===== src/rtl/tama_pkg.sv =====
// tama_pkg: shared types and constant tables for the tamagotchi display stage.
// Holds the mood and mode enums, status bit positions, the per-mood
// animation frame ROM and the 7-segment hex font.
package tama_pkg;

  // Animated moods; IDLE is shown when no status flag is set.
  typedef enum logic [3:0] {
    MOOD_IDLE   = 4'd0,
    MOOD_HAPPY  = 4'd1,
    MOOD_SAD    = 4'd2,
    MOOD_LONELY = 4'd3,
    MOOD_DIRTY  = 4'd4,
    MOOD_SLEEPY = 4'd5,
    MOOD_HUNGRY = 4'd6,
    MOOD_SICK   = 4'd7,
    MOOD_DEAD   = 4'd8
  } mood_e;

  // Display mode: animation or one of the six stat pages, in button order.
  typedef enum logic [2:0] {
    MODE_ANIM      = 3'd0,
    MODE_P_HUNGER  = 3'd1,
    MODE_P_HAPPY   = 3'd2,
    MODE_P_HEALTH  = 3'd3,
    MODE_P_HYGIENE = 3'd4,
    MODE_P_ENERGY  = 3'd5,
    MODE_P_SOCIAL  = 3'd6
  } mode_e;

  // Bit positions inside the status word.
  localparam int ST_DEAD   = 7;
  localparam int ST_SICK   = 6;
  localparam int ST_HUNGRY = 5;
  localparam int ST_SLEEPY = 4;
  localparam int ST_DIRTY  = 3;
  localparam int ST_LONELY = 2;
  localparam int ST_SAD    = 1;
  localparam int ST_HAPPY  = 0;

  // Four animation frames per mood, indexed by mood_e then frame number.
  // Segment order is {g,f,e,d,c,b,a}.
  localparam logic [6:0] FRAME_ROM [9][4] = '{
    '{7'h5C, 7'h63, 7'h5C, 7'h63},   // IDLE: eyes look down/up
    '{7'h63, 7'h5C, 7'h01, 7'h08},   // HAPPY: bounce
    '{7'h54, 7'h54, 7'h5C, 7'h5C},   // SAD
    '{7'h30, 7'h06, 7'h30, 7'h06},   // LONELY: glance left/right
    '{7'h49, 7'h36, 7'h49, 7'h36},   // DIRTY
    '{7'h5B, 7'h00, 7'h5B, 7'h00},   // SLEEPY: blinking "z"
    '{7'h3F, 7'h5C, 7'h3F, 7'h5C},   // HUNGRY: mouth open/close
    '{7'h76, 7'h49, 7'h76, 7'h49},   // SICK
    '{7'h40, 7'h40, 7'h40, 7'h40}    // DEAD: flat line, static
  };

  // Hex digit glyphs 0..F.
  localparam logic [6:0] HEX_FONT [16] = '{
    7'h3F, 7'h06, 7'h5B, 7'h4F, 7'h66, 7'h6D, 7'h7D, 7'h07,
    7'h7F, 7'h6F, 7'h77, 7'h7C, 7'h39, 7'h5E, 7'h79, 7'h71
  };

  // Highest-priority status flag selects the mood.
  function automatic mood_e mood_encode(input logic [7:0] status);
    mood_e m;
    if      (status[ST_DEAD])   m = MOOD_DEAD;
    else if (status[ST_SICK])   m = MOOD_SICK;
    else if (status[ST_HUNGRY]) m = MOOD_HUNGRY;
    else if (status[ST_SLEEPY]) m = MOOD_SLEEPY;
    else if (status[ST_DIRTY])  m = MOOD_DIRTY;
    else if (status[ST_LONELY]) m = MOOD_LONELY;
    else if (status[ST_SAD])    m = MOOD_SAD;
    else if (status[ST_HAPPY])  m = MOOD_HAPPY;
    else                        m = MOOD_IDLE;
    return m;
  endfunction

endpackage


===== src/rtl/tama_if.sv =====
// tama_if: bundle between the core and the display stage.
// There is no valid/ready handshake here: status and stats are level inputs
// sampled every cycle, btn_next is a debounced level whose rising edge acts,
// and seg_out/dp are registered levels; frame_tick is a one-cycle pulse.
interface tama_if;
  logic [7:0] status;
  logic [3:0] hunger;
  logic [3:0] happiness;
  logic [3:0] health;
  logic [3:0] hygiene;
  logic [3:0] energy;
  logic [3:0] social;
  logic       btn_next;
  logic [6:0] seg_out;
  logic       dp;
  logic       frame_tick;

  // Core / stimulus side.
  modport master (
    output status, hunger, happiness, health, hygiene, energy, social, btn_next,
    input  seg_out, dp, frame_tick
  );

  // Display stage side.
  modport slave (
    input  status, hunger, happiness, health, hygiene, energy, social, btn_next,
    output seg_out, dp, frame_tick
  );
endinterface


===== src/rtl/tama_tick.sv =====
// tama_tick: frame prescaler. Counts enabled clk cycles 0..TICK_DIV-1 and
// pulses frame_tick during the last count. Holds while ena is low.
module tama_tick #(
  parameter logic [23:0] TICK_DIV = 24'd10_000_000
) (
  input  logic clk,
  input  logic rst_n,
  input  logic ena,
  output logic frame_tick
);

  localparam logic [23:0] LAST = TICK_DIV - 24'd1;

  logic [23:0] cnt_q;
  logic [23:0] cnt_d;

  // Next count: wrap at the last value, hold when disabled.
  always_comb begin
    cnt_d = cnt_q;
    if (ena) begin
      cnt_d = (cnt_q == LAST) ? 24'd0 : cnt_q + 24'd1;
    end
  end

  // Counter register.
  always_ff @(posedge clk or negedge rst_n) begin
    if (!rst_n) cnt_q <= 24'd0;
    else        cnt_q <= cnt_d;
  end

  assign frame_tick = ena && (cnt_q == LAST);

endmodule


===== src/rtl/tama_display.sv =====
// tama_display: 7-segment display stage of the tamagotchi core.
// Shows either an animated face chosen by the highest-priority status flag,
// or one stat as a hex digit on pages stepped through with btn_next.
// Optional feature macro TAMA_BLINK_EN: blink low stats (<= 2) on stat pages.
module tama_display
  import tama_pkg::*;
#(
  parameter logic [23:0] TICK_DIV = 24'd10_000_000,
  parameter logic [3:0]  AUTO_RET = 4'd8
) (
  input  logic       clk,
  input  logic       rst_n,
  input  logic       ena,
  tama_if.slave      bus,
  output mode_e      dbg_mode_o,
  output mood_e      dbg_mood_o,
  output logic [1:0] dbg_frame_o,
  output logic [3:0] dbg_idle_o
);

  logic       frame_tick;
  logic       btn_q;
  logic       btn_rise;
  mood_e      mood_q, mood_d, mood_new;
  logic [1:0] frame_q, frame_d;
  mode_e      mode_q, mode_d;
  logic [3:0] idle_q, idle_d;
  logic [3:0] stat_sel;
  logic [6:0] seg_q, seg_d;
  logic       dp_q, dp_d;

  tama_tick #(.TICK_DIV(TICK_DIV)) u_tick (
    .clk        (clk),
    .rst_n      (rst_n),
    .ena        (ena),
    .frame_tick (frame_tick)
  );

  assign btn_rise = ena && bus.btn_next && !btn_q;
  assign mood_new = mood_encode(bus.status);

  // Button history for rising-edge detection.
  always_ff @(posedge clk or negedge rst_n) begin
    if (!rst_n)   btn_q <= 1'b0;
    else if (ena) btn_q <= bus.btn_next;
  end

  // Mood/frame next state: status is only looked at on frame ticks, so the
  // animation stays current even while a stat page is shown.
  always_comb begin
    mood_d  = mood_q;
    frame_d = frame_q;
    if (frame_tick) begin
      mood_d = mood_new;
      if (mood_new == MOOD_DEAD || mood_new != mood_q) frame_d = 2'd0;
      else                                             frame_d = frame_q + 2'd1;
    end
  end

  // Mood/frame registers.
  always_ff @(posedge clk or negedge rst_n) begin
    if (!rst_n) begin
      mood_q  <= MOOD_IDLE;
      frame_q <= 2'd0;
    end else begin
      mood_q  <= mood_d;
      frame_q <= frame_d;
    end
  end

  // Mode FSM next state: a button edge advances the page and beats the
  // auto-return expiry; otherwise idle frame ticks on a page count toward it.
  always_comb begin
    mode_d = mode_q;
    idle_d = idle_q;
    if (btn_rise) begin
      idle_d = 4'd0;
      case (mode_q)
        MODE_ANIM:      mode_d = MODE_P_HUNGER;
        MODE_P_HUNGER:  mode_d = MODE_P_HAPPY;
        MODE_P_HAPPY:   mode_d = MODE_P_HEALTH;
        MODE_P_HEALTH:  mode_d = MODE_P_HYGIENE;
        MODE_P_HYGIENE: mode_d = MODE_P_ENERGY;
        MODE_P_ENERGY:  mode_d = MODE_P_SOCIAL;
        default:        mode_d = MODE_ANIM;
      endcase
    end else if (mode_q != MODE_ANIM && frame_tick) begin
      if (idle_q + 4'd1 >= AUTO_RET) begin
        mode_d = MODE_ANIM;
        idle_d = 4'd0;
      end else begin
        idle_d = idle_q + 4'd1;
      end
    end
  end

  // Mode FSM state register.
  always_ff @(posedge clk or negedge rst_n) begin
    if (!rst_n) begin
      mode_q <= MODE_ANIM;
      idle_q <= 4'd0;
    end else begin
      mode_q <= mode_d;
      idle_q <= idle_d;
    end
  end

  // Stat shown on the current page.
  always_comb begin
    stat_sel = 4'd0;
    case (mode_q)
      MODE_P_HUNGER:  stat_sel = bus.hunger;
      MODE_P_HAPPY:   stat_sel = bus.happiness;
      MODE_P_HEALTH:  stat_sel = bus.health;
      MODE_P_HYGIENE: stat_sel = bus.hygiene;
      MODE_P_ENERGY:  stat_sel = bus.energy;
      MODE_P_SOCIAL:  stat_sel = bus.social;
      default:        stat_sel = 4'd0;
    endcase
  end

`ifdef TAMA_BLINK_EN
  logic blink_q, blink_d;

  // Blink phase: visible on page entry, toggles on every tick on a page.
  always_comb begin
    blink_d = blink_q;
    if (btn_rise)                                   blink_d = 1'b1;
    else if (mode_q != MODE_ANIM && frame_tick)     blink_d = !blink_q;
  end

  // Blink phase register.
  always_ff @(posedge clk or negedge rst_n) begin
    if (!rst_n) blink_q <= 1'b1;
    else        blink_q <= blink_d;
  end
`endif

  // Output mux: animation frame or hex digit with the decimal point lit.
  always_comb begin
    seg_d = 7'h00;
    dp_d  = 1'b0;
    if (mode_q == MODE_ANIM) begin
      seg_d = FRAME_ROM[mood_q][frame_q];
    end else begin
      dp_d  = 1'b1;
      seg_d = HEX_FONT[stat_sel];
`ifdef TAMA_BLINK_EN
      if (!blink_q && stat_sel <= 4'd2) seg_d = 7'h00;
`endif
    end
  end

  // Output registers; reset blanks the display at once.
  always_ff @(posedge clk or negedge rst_n) begin
    if (!rst_n) begin
      seg_q <= 7'h00;
      dp_q  <= 1'b0;
    end else if (ena) begin
      seg_q <= seg_d;
      dp_q  <= dp_d;
    end
  end

  assign bus.seg_out    = seg_q;
  assign bus.dp         = dp_q;
  assign bus.frame_tick = frame_tick;

  assign dbg_mode_o  = mode_q;
  assign dbg_mood_o  = mood_q;
  assign dbg_frame_o = frame_q;
  assign dbg_idle_o  = idle_q;

endmodule


===== src/flat_wrapper.sv =====
// flat-port wrapper written by rule: the top's interface ports become plain ports
module tama_display_flat import tama_pkg::*;
#(
  parameter logic [23:0] TICK_DIV = 24'd10_000_000,
  parameter logic [3:0]  AUTO_RET = 4'd8
)
  (clk, rst_n, ena, dbg_mode_o, dbg_mood_o, dbg_frame_o, dbg_idle_o, bus_status, bus_hunger, bus_happiness, bus_health, bus_hygiene, bus_energy, bus_social, bus_btn_next, bus_seg_out, bus_dp, bus_frame_tick);
  tama_if bus_i ();
  input  logic clk;
  input  logic rst_n;
  input  logic ena;
  output mode_e dbg_mode_o;
  output mood_e dbg_mood_o;
  output logic [1:0] dbg_frame_o;
  output logic [3:0] dbg_idle_o;
  input wire logic [$bits(bus_i.status)-1:0] bus_status;
  input wire logic [$bits(bus_i.hunger)-1:0] bus_hunger;
  input wire logic [$bits(bus_i.happiness)-1:0] bus_happiness;
  input wire logic [$bits(bus_i.health)-1:0] bus_health;
  input wire logic [$bits(bus_i.hygiene)-1:0] bus_hygiene;
  input wire logic [$bits(bus_i.energy)-1:0] bus_energy;
  input wire logic [$bits(bus_i.social)-1:0] bus_social;
  input wire logic [$bits(bus_i.btn_next)-1:0] bus_btn_next;
  output wire logic [$bits(bus_i.seg_out)-1:0] bus_seg_out;
  output wire logic [$bits(bus_i.dp)-1:0] bus_dp;
  output wire logic [$bits(bus_i.frame_tick)-1:0] bus_frame_tick;
  assign bus_i.status = bus_status;
  assign bus_i.hunger = bus_hunger;
  assign bus_i.happiness = bus_happiness;
  assign bus_i.health = bus_health;
  assign bus_i.hygiene = bus_hygiene;
  assign bus_i.energy = bus_energy;
  assign bus_i.social = bus_social;
  assign bus_i.btn_next = bus_btn_next;
  assign bus_seg_out = bus_i.seg_out;
  assign bus_dp = bus_i.dp;
  assign bus_frame_tick = bus_i.frame_tick;
  tama_display #(.TICK_DIV(TICK_DIV), .AUTO_RET(AUTO_RET)) u_core (.clk(clk), .rst_n(rst_n), .ena(ena), .bus(bus_i), .dbg_mode_o(dbg_mode_o), .dbg_mood_o(dbg_mood_o), .dbg_frame_o(dbg_frame_o), .dbg_idle_o(dbg_idle_o));
endmodule

===== config.mk =====
export PLATFORM = sky130hd
export DESIGN_NAME = tama_display_flat
export DESIGN_NICKNAME = d
export VERILOG_FILES = /design/src/rtl/tama_pkg.sv /design/src/rtl/tama_if.sv /design/src/rtl/tama_tick.sv /design/src/rtl/tama_display.sv /design/src/flat_wrapper.sv
export SDC_FILE = /design/constraint.sdc
export NUM_CORES = 1
export LEC_CHECK = 0
export CORE_MARGIN = 2
export CORE_UTILIZATION = 57
export DETAILED_ROUTE_END_ITERATION = 7
export GPL_TIMING_DRIVEN = 0
export PLACE_DENSITY_LB_ADDON = 0.12
export REMOVE_ABC_BUFFERS = 1
export SKIP_CTS_REPAIR_TIMING = 1
export SLEW_MARGIN = 5
export SYNTH_ARGS = -nofsm -noshare
export SYNTH_HDL_FRONTEND = slang
export SYNTH_HIERARCHICAL = 1
export SYNTH_SLANG_ARGS = --single-unit

===== constraint.sdc =====
create_clock -name clk -period 5.3 [get_ports clk]
set_input_delay 0.53 -clock clk [delete_from_list [all_inputs] [get_ports clk]]
set_output_delay 0.53 -clock clk [all_outputs]
set_load 0.01 [all_outputs]

# [After elaboration in Yosys (flattened, before gate mapping)]
# Memories as Yosys holds them, arrays and structs flattened.
# Index checks and enable logic that the tools add are counted.
[word_totals] reg_bits=46 n_memories=2 romBits=560 word_cells=67 out_inout_bits=22 input_bits=36
[memory_table] memory="(no name shown)" depth=16 width=28 rd=1 rd_clocked_by_memory_dff=0 wr=0 line_no="tama_display.sv:144" source="seg_d = FRAME_ROM[mood_q][frame_q];"
[memory_table] memory="(no name shown)" depth=16 width=7 rd=1 rd_clocked_by_memory_dff=0 wr=0 line_no="tama_display.sv:147" source="seg_d = HEX_FONT[stat_sel];"
[op_classes] n_reduce_logical=11 n_lt_le_gt_ge=4 eq_ne=9 bitwise_logic=3 muxes=27 n_addsub=3
[op_table] operator="two-way mux 28 bit" count=2
[op_table] operator="two-way mux 4 bit" count=10
[op_table] operator="two-way mux 7 bit" count=5
[op_table] operator="adder 24 x 1 -> 24 bit (second input constant)" count=1
[op_table] operator="== test 24 bit (second input constant)" count=1
[op_table] operator="two-way mux 24 bit" count=1
[op_table] operator="case mux 4 bit (6 select lines)" count=1
[op_table] operator="case mux 3 bit (6 select lines)" count=1
[op_table] operator="binary-select mux 7 bit (select 2 bit)" count=1
[op_table] operator="greater-or-equal comparator 5 bit (second input constant)" count=2
[op_table] operator="NOT 4 -> 5 bit" count=2
[op_table] operator="== test 3 bit (second input constant)" count=3
[op_table] operator="two-way mux 3 bit" count=3
[op_table] operator="== test 3 x 2 -> 1 bit (second input constant)" count=2
[op_table] operator="adder 4 x 1 -> 4 bit (second input constant)" count=1
[op_table] operator="== test 4 bit (second input constant)" count=1
[op_table] operator="greater-or-equal comparator 4 bit (second input constant)" count=1
[op_table] operator="logical AND 1 bit" count=4
[op_table] operator="!= test 4 bit" count=1
[op_table] operator="nonzero test 2 bit" count=2
[op_table] operator="== test 3 x 1 -> 1 bit (second input constant)" count=1
[op_table] operator="greater-or-equal comparator 3 bit (second input constant)" count=1
[op_table] operator="logical NOT 3 bit" count=1
[op_table] operator="NOT 2 -> 3 bit" count=1
[op_table] operator="other kinds (7)" count=8

# [Longest topological paths before layout]
[logic_depth] ltp_word=11 depth_mapped=10 mapped_depth_nobuf=8

# [Cells and area by module]
# Netlist, hierarchy kept.
[by_module_without_submodules] mod="tama_display" cells_per_inst=224 seq_area_each_um2=550.5 n_inst=1 area_each_um2=1966.9
[by_module_without_submodules] mod="tama_tick" cells_per_inst=119 seq_area_each_um2=600.6 n_inst=1 area_each_um2=1188.6

# [Worst setup path before layout]
# Ideal clock, no wire load.
[synth_timing] path_kind="input -> register" start="input ena" end="register u_core.idle_q[2], in the netlist u_core/dbg_idle_o[2]" path_stages=6 path_buffers=1 required_ps=5222 t_arrival_ps=2739 path_slack_ps=2483 setup_time_ps=78 cell_sequence="clkbuf_1 > inv_1 > nor4_2 > nand2_1 > or4b_2 > a21oi_1"
[synth_between] elab_chain_len=3 elab_cells_between_ends=6 classes_between="1 x mux; 5 x reduce/logical"
[synth_lines] item="from (decl)" line_no="flat_wrapper.sv:11" source="input logic ena;"
[synth_lines] item="logical AND 1 bit" line_no="tama_tick.sv:31" source="assign frame_tick = ena && (cnt_q == LAST);"
[synth_lines] item="named net bus_frame_tick" line_no="flat_wrapper.sv:26" source="output wire logic [$bits(bus_i.frame_tick)-1:0] bus_frame_tick;"
[synth_lines] item="logical AND 1 bit" line_no="tama_display.sv:87" source="end else if (mode_q != MODE_ANIM && frame_tick) begin"
[synth_lines] item="nonzero test 2 bit (no source line)"
[synth_lines] item="to (signal assigned)" line_no="tama_display.sv:104" source="idle_q <= idle_d;"
[synth_lines] item="to (decl)" line_no="tama_display.sv:27" source="logic [3:0] idle_q, idle_d;"
# The timed path passes the listed nets, and every way through them passes these cells.
# A chain may end at the register's enable or synchronous reset.

# [Worst setup path in the final report]
[layout_timing] start="input ena" end="output bus_frame_tick"
[layout_between] elab_chain_len=1
[layout_lines] item="logical AND 1 bit" line_no="tama_tick.sv:31"
[layout_lines] item="to (decl)" line_no="flat_wrapper.sv:26"
# Every way passes these cells.

==> results.py <==
metrics = {
    "timing": {
        "drv_slew": 0,
        "slew_headroom": 0.405,
        "period_minus_slack_ns": 3.42,
        "worst_pin_slew_ns": 0.885,
        "rsz0062_at_grt": "false",
        "setup_viol": 0,
        "clock_skew_ns": 0.00445,
        "max_freq_ghz": 0.293,
        "setup_tns_ns": 0,
        "finalHoldViolations": 0,
        "period_share": 0.645,
    },
    "drt": {
        "viasPerCell": 6.02,
        "postRouteWirelength_um": 7150,
        "route.met3.wl_um": 256,
        "vias": 2799,
        "routed-wl-met2_um": 3510,
        "met1Wirelength_um": 3240,
        "wire_per_inst_um": 15.4,
        "drt_iter0_drc": 159,
        "highest_layer": "met4",
        "drtAntennaViolNets": 0,
        "drc": 0,
        "dr.pass1.iters": 4,
    },
    "critical_path": {
        "reg2reg_depth": 8,
        "cp-endpoint": "bus_frame_tick",
        "path_max_fanout": 18,
        "r2r_end": "u_core/bus.seg_out[5]",
        "r2r-start": "u_core/dbg_mode_o[0]",
        "path_class": "input port to output port",
        "critPathRequiredTime_ns": 4.77,
        "critPathLaunchType": "input port",
        "worstSetupStartpoint": "ena",
        "reg2reg_slack_ns": 2.56,
        "crit_arrival_ns": 2.89,
        "end_kind": "output port",
    },
    "finish": {
        "finalNonFillerCells": 465,
        "n_antenna_cell": 0,
        "stdcell_area_sq_um": 3880,
        "nets": 444,
        "syn2layout_area_growth_pct": 23.1,
        "final_util": 0.714,
        "drive_gt1_frac": 0.0687,
    },
    "pwr": {
        "p_leak_nw": 1.62,
        "finalPower_mw": 1.41,
        "seq_power_share": 0.373,
        "p_clk_frac": 0.183,
        "p_comb_frac": 0.444,
        "vdd.ir_drop.worst_mv": 0.301,
        "swShare": 0.378,
        "p_per_area_nw_per_um2": 364,
        "p_int_mw": 0.879,
        "power.switching_mw": 0.534,
    },
    "run": {
        "cap_violations": 0,
    },
    "synthesis": {
        "synth_top_family_by_area": "simple AND/OR/NAND/NOR gates",
        "ys_ff_latch": 46,
        "synthArstFlopShare": 1.00,
        "synth-edff-count": 0,
        "syn_area_per_cell_sq_um": 9.20,
        "synth_area_leader_cell": "dfrtp_1",
        "yosys.area.top_type_share": 0.365,
        "synthMuxAreaShare": 0.0975,
        "synthesis.instances": 343,
        "yosys-top-cells-count": "dfrtp_1 (46), nor2_1 (34), a21oi_1 (21)",
        "synth_seq_area_share": 0.365,
        "yosysWarnings": 6,
        "ys_top_cells_by_area": "dfrtp_1 (36%), ha_1 (6.3%), mux2i_1 (4.8%)",
        "ys_types": 58,
        "synthAdderAreaFrac": 0.0634,
        "yosys.area_share.simple": 0.217,
        "yosysMostFrequentCell": "dfrtp_1",
        "synthXorXnorAreaFrac": 0.0555,
        "synth_compound_area_frac": 0.154,
        "synthFlopType": "dfrtp_1",
        "synth.cell_area_sq_um": 3160,
    },
    "floorplan": {
        "ios": 58,
        "dieHeight_um": 78.4,
        "start_util": 0.580,
        "dieArea_sq_um": 6150,
        "core-area_sq_um": 5440,
        "row_count": 27,
        "die_x_um": 78.4,
    },
    "placement": {
        "dp_hpwl_um": 5260,
        "gp_congestion": 0.857,
        "io_buffers": 57,
        "placed_cells": 457,
        "dpl-instance-area_sq_um": 3780,
    },
    "hold_path": {
        "hold_path.class": "input port to async pin",
    },
    "global_routing": {
        "grt_pass1_vias": 2729,
        "grt_pass1_wl_um": 12300,
        "antenna_found_initial": 0,
        "track_usage": 0.247,
        "grt_max_degree": 25,
        "globalRouteOverflowTotal": 0,
    },
    "clocking": {
        "cts_tree": "done",
        "cts_buffers": 5,
        "clk_path_buf_depth": 2,
        "root_buffer": "clkbuf_8",
        "cts_sinks": 46,
        "clk_latency_ns": 0.30,
        "cts.clk_slew.worst_paths_ns": 0.09,
        "cts_htree_levels": 2,
    },
    "run_status": {
        "status": "complete, no violations",
    },
}
-- kinds of logic (layout without fill, tap and decap cells) --
logic type / Yosys count / after routing
buffers and inverters: 35 / 85
xor gates and xnor gates: 20 / 20
and+or+nand+nor: 128 / 128
muxes: 23 / 23
AOI/OAI and AO/OA: 75 / 75
DFF: 46 / 46
adders and majority gates: 16 / 16
-- stage by stage --
step,hold slack [ns],setup slack (ns)
6_report,0.209,1.88
5_1_grt,0.244,1.73
4_1_cts,0.234,1.89
3_5_place_dp,0.494,1.90
3_3_place_gp,0.488,0.853
2_1_floorplan,0.234,2.21
-- layout by cell type, fill, tap and decap left out, types with 3 or more instances in the layout --
master,instances
xnor2_1,13
clkbuf_8,5
mux4_2,6
nor2b_1,3
xor2_1,7
nor2_1,34
o22ai_1,4
a21oi_1,21
mux2i_1,15
inv_1,17
ha_1,16
nand2_1,20
dfrtp_1,46
o21ai_0,19
nand3_1,10
or3_1,3
nand2b_1,12
nor4_1,3
o211ai_1,3
clkdlybuf4s50_1,56
and3_1,4
nand4_1,9
nor3_1,10
a31oi_1,4
a221o_1,4
a221oi_1,3
-- state kept, by name, summed over array words and instances, names as in the netlist --
| name | cells |
|---|---|
| u_core/btn_q | 1 |
| u_core/bus.dp | 1 |
| u_core/bus.seg_out | 7 |
| u_core/dbg_frame_o | 2 |
| u_core/dbg_idle_o | 4 |
| u_core/dbg_mode_o | 3 |
| u_core/dbg_mood_o | 4 |
| u_core/u_tick/cnt_q | 24 |
-- worst max-delay path, cell delays in order --
cell and delay (ns):
clkdlybuf4s50_1 0.81, inv_1 0.27, nor4_4 0.49, buf_8 0.22, clkdlybuf4s50_1 0.55
-- worst min-delay path by stage --
stage / end
global route: u_core/u_tick/cnt_q[17]
global placement: u_core/u_tick/cnt_q[22]
floorplan: u_core/btn_q
finish: u_core/u_tick/cnt_q[19]
CTS: u_core/u_tick/cnt_q[19]
detailed placement: u_core/u_tick/cnt_q[16]
-- power by group through the flow --
stage	Sequential, mW	Combinational, mW	Clock [mW]
after global placement	0.530	0.600	0
after floorplan	0.527	0.387	0
after global routing	0.543	0.694	0.278
final	0.527	0.628	0.259
after CTS	0.526	0.626	0.261
after detailed placement	0.531	0.619	0
-- area by class of cell --
type                    count  area (sq um)
well taps                  72          90.1
flip-flops and latches     46          1150
multi-input cells         262          1860
clock buffers               7          76.3
repair buffers             59           608
inverters                  18          67.6
clock inverters             1          30.0
fillers                   444          1550
-- routing by layer --
| layer | vias up | track usage |
|---|---|---|
| li1 | 1349 | - |
| met1 | 1362 | 0.329 |
| met2 | 74 | 0.395 |
| met3 | 14 | 0.0506 |
| met4 | 0 | 0.102 |
| met5 | - | 0 |
(Power assumes the default switching activity.)
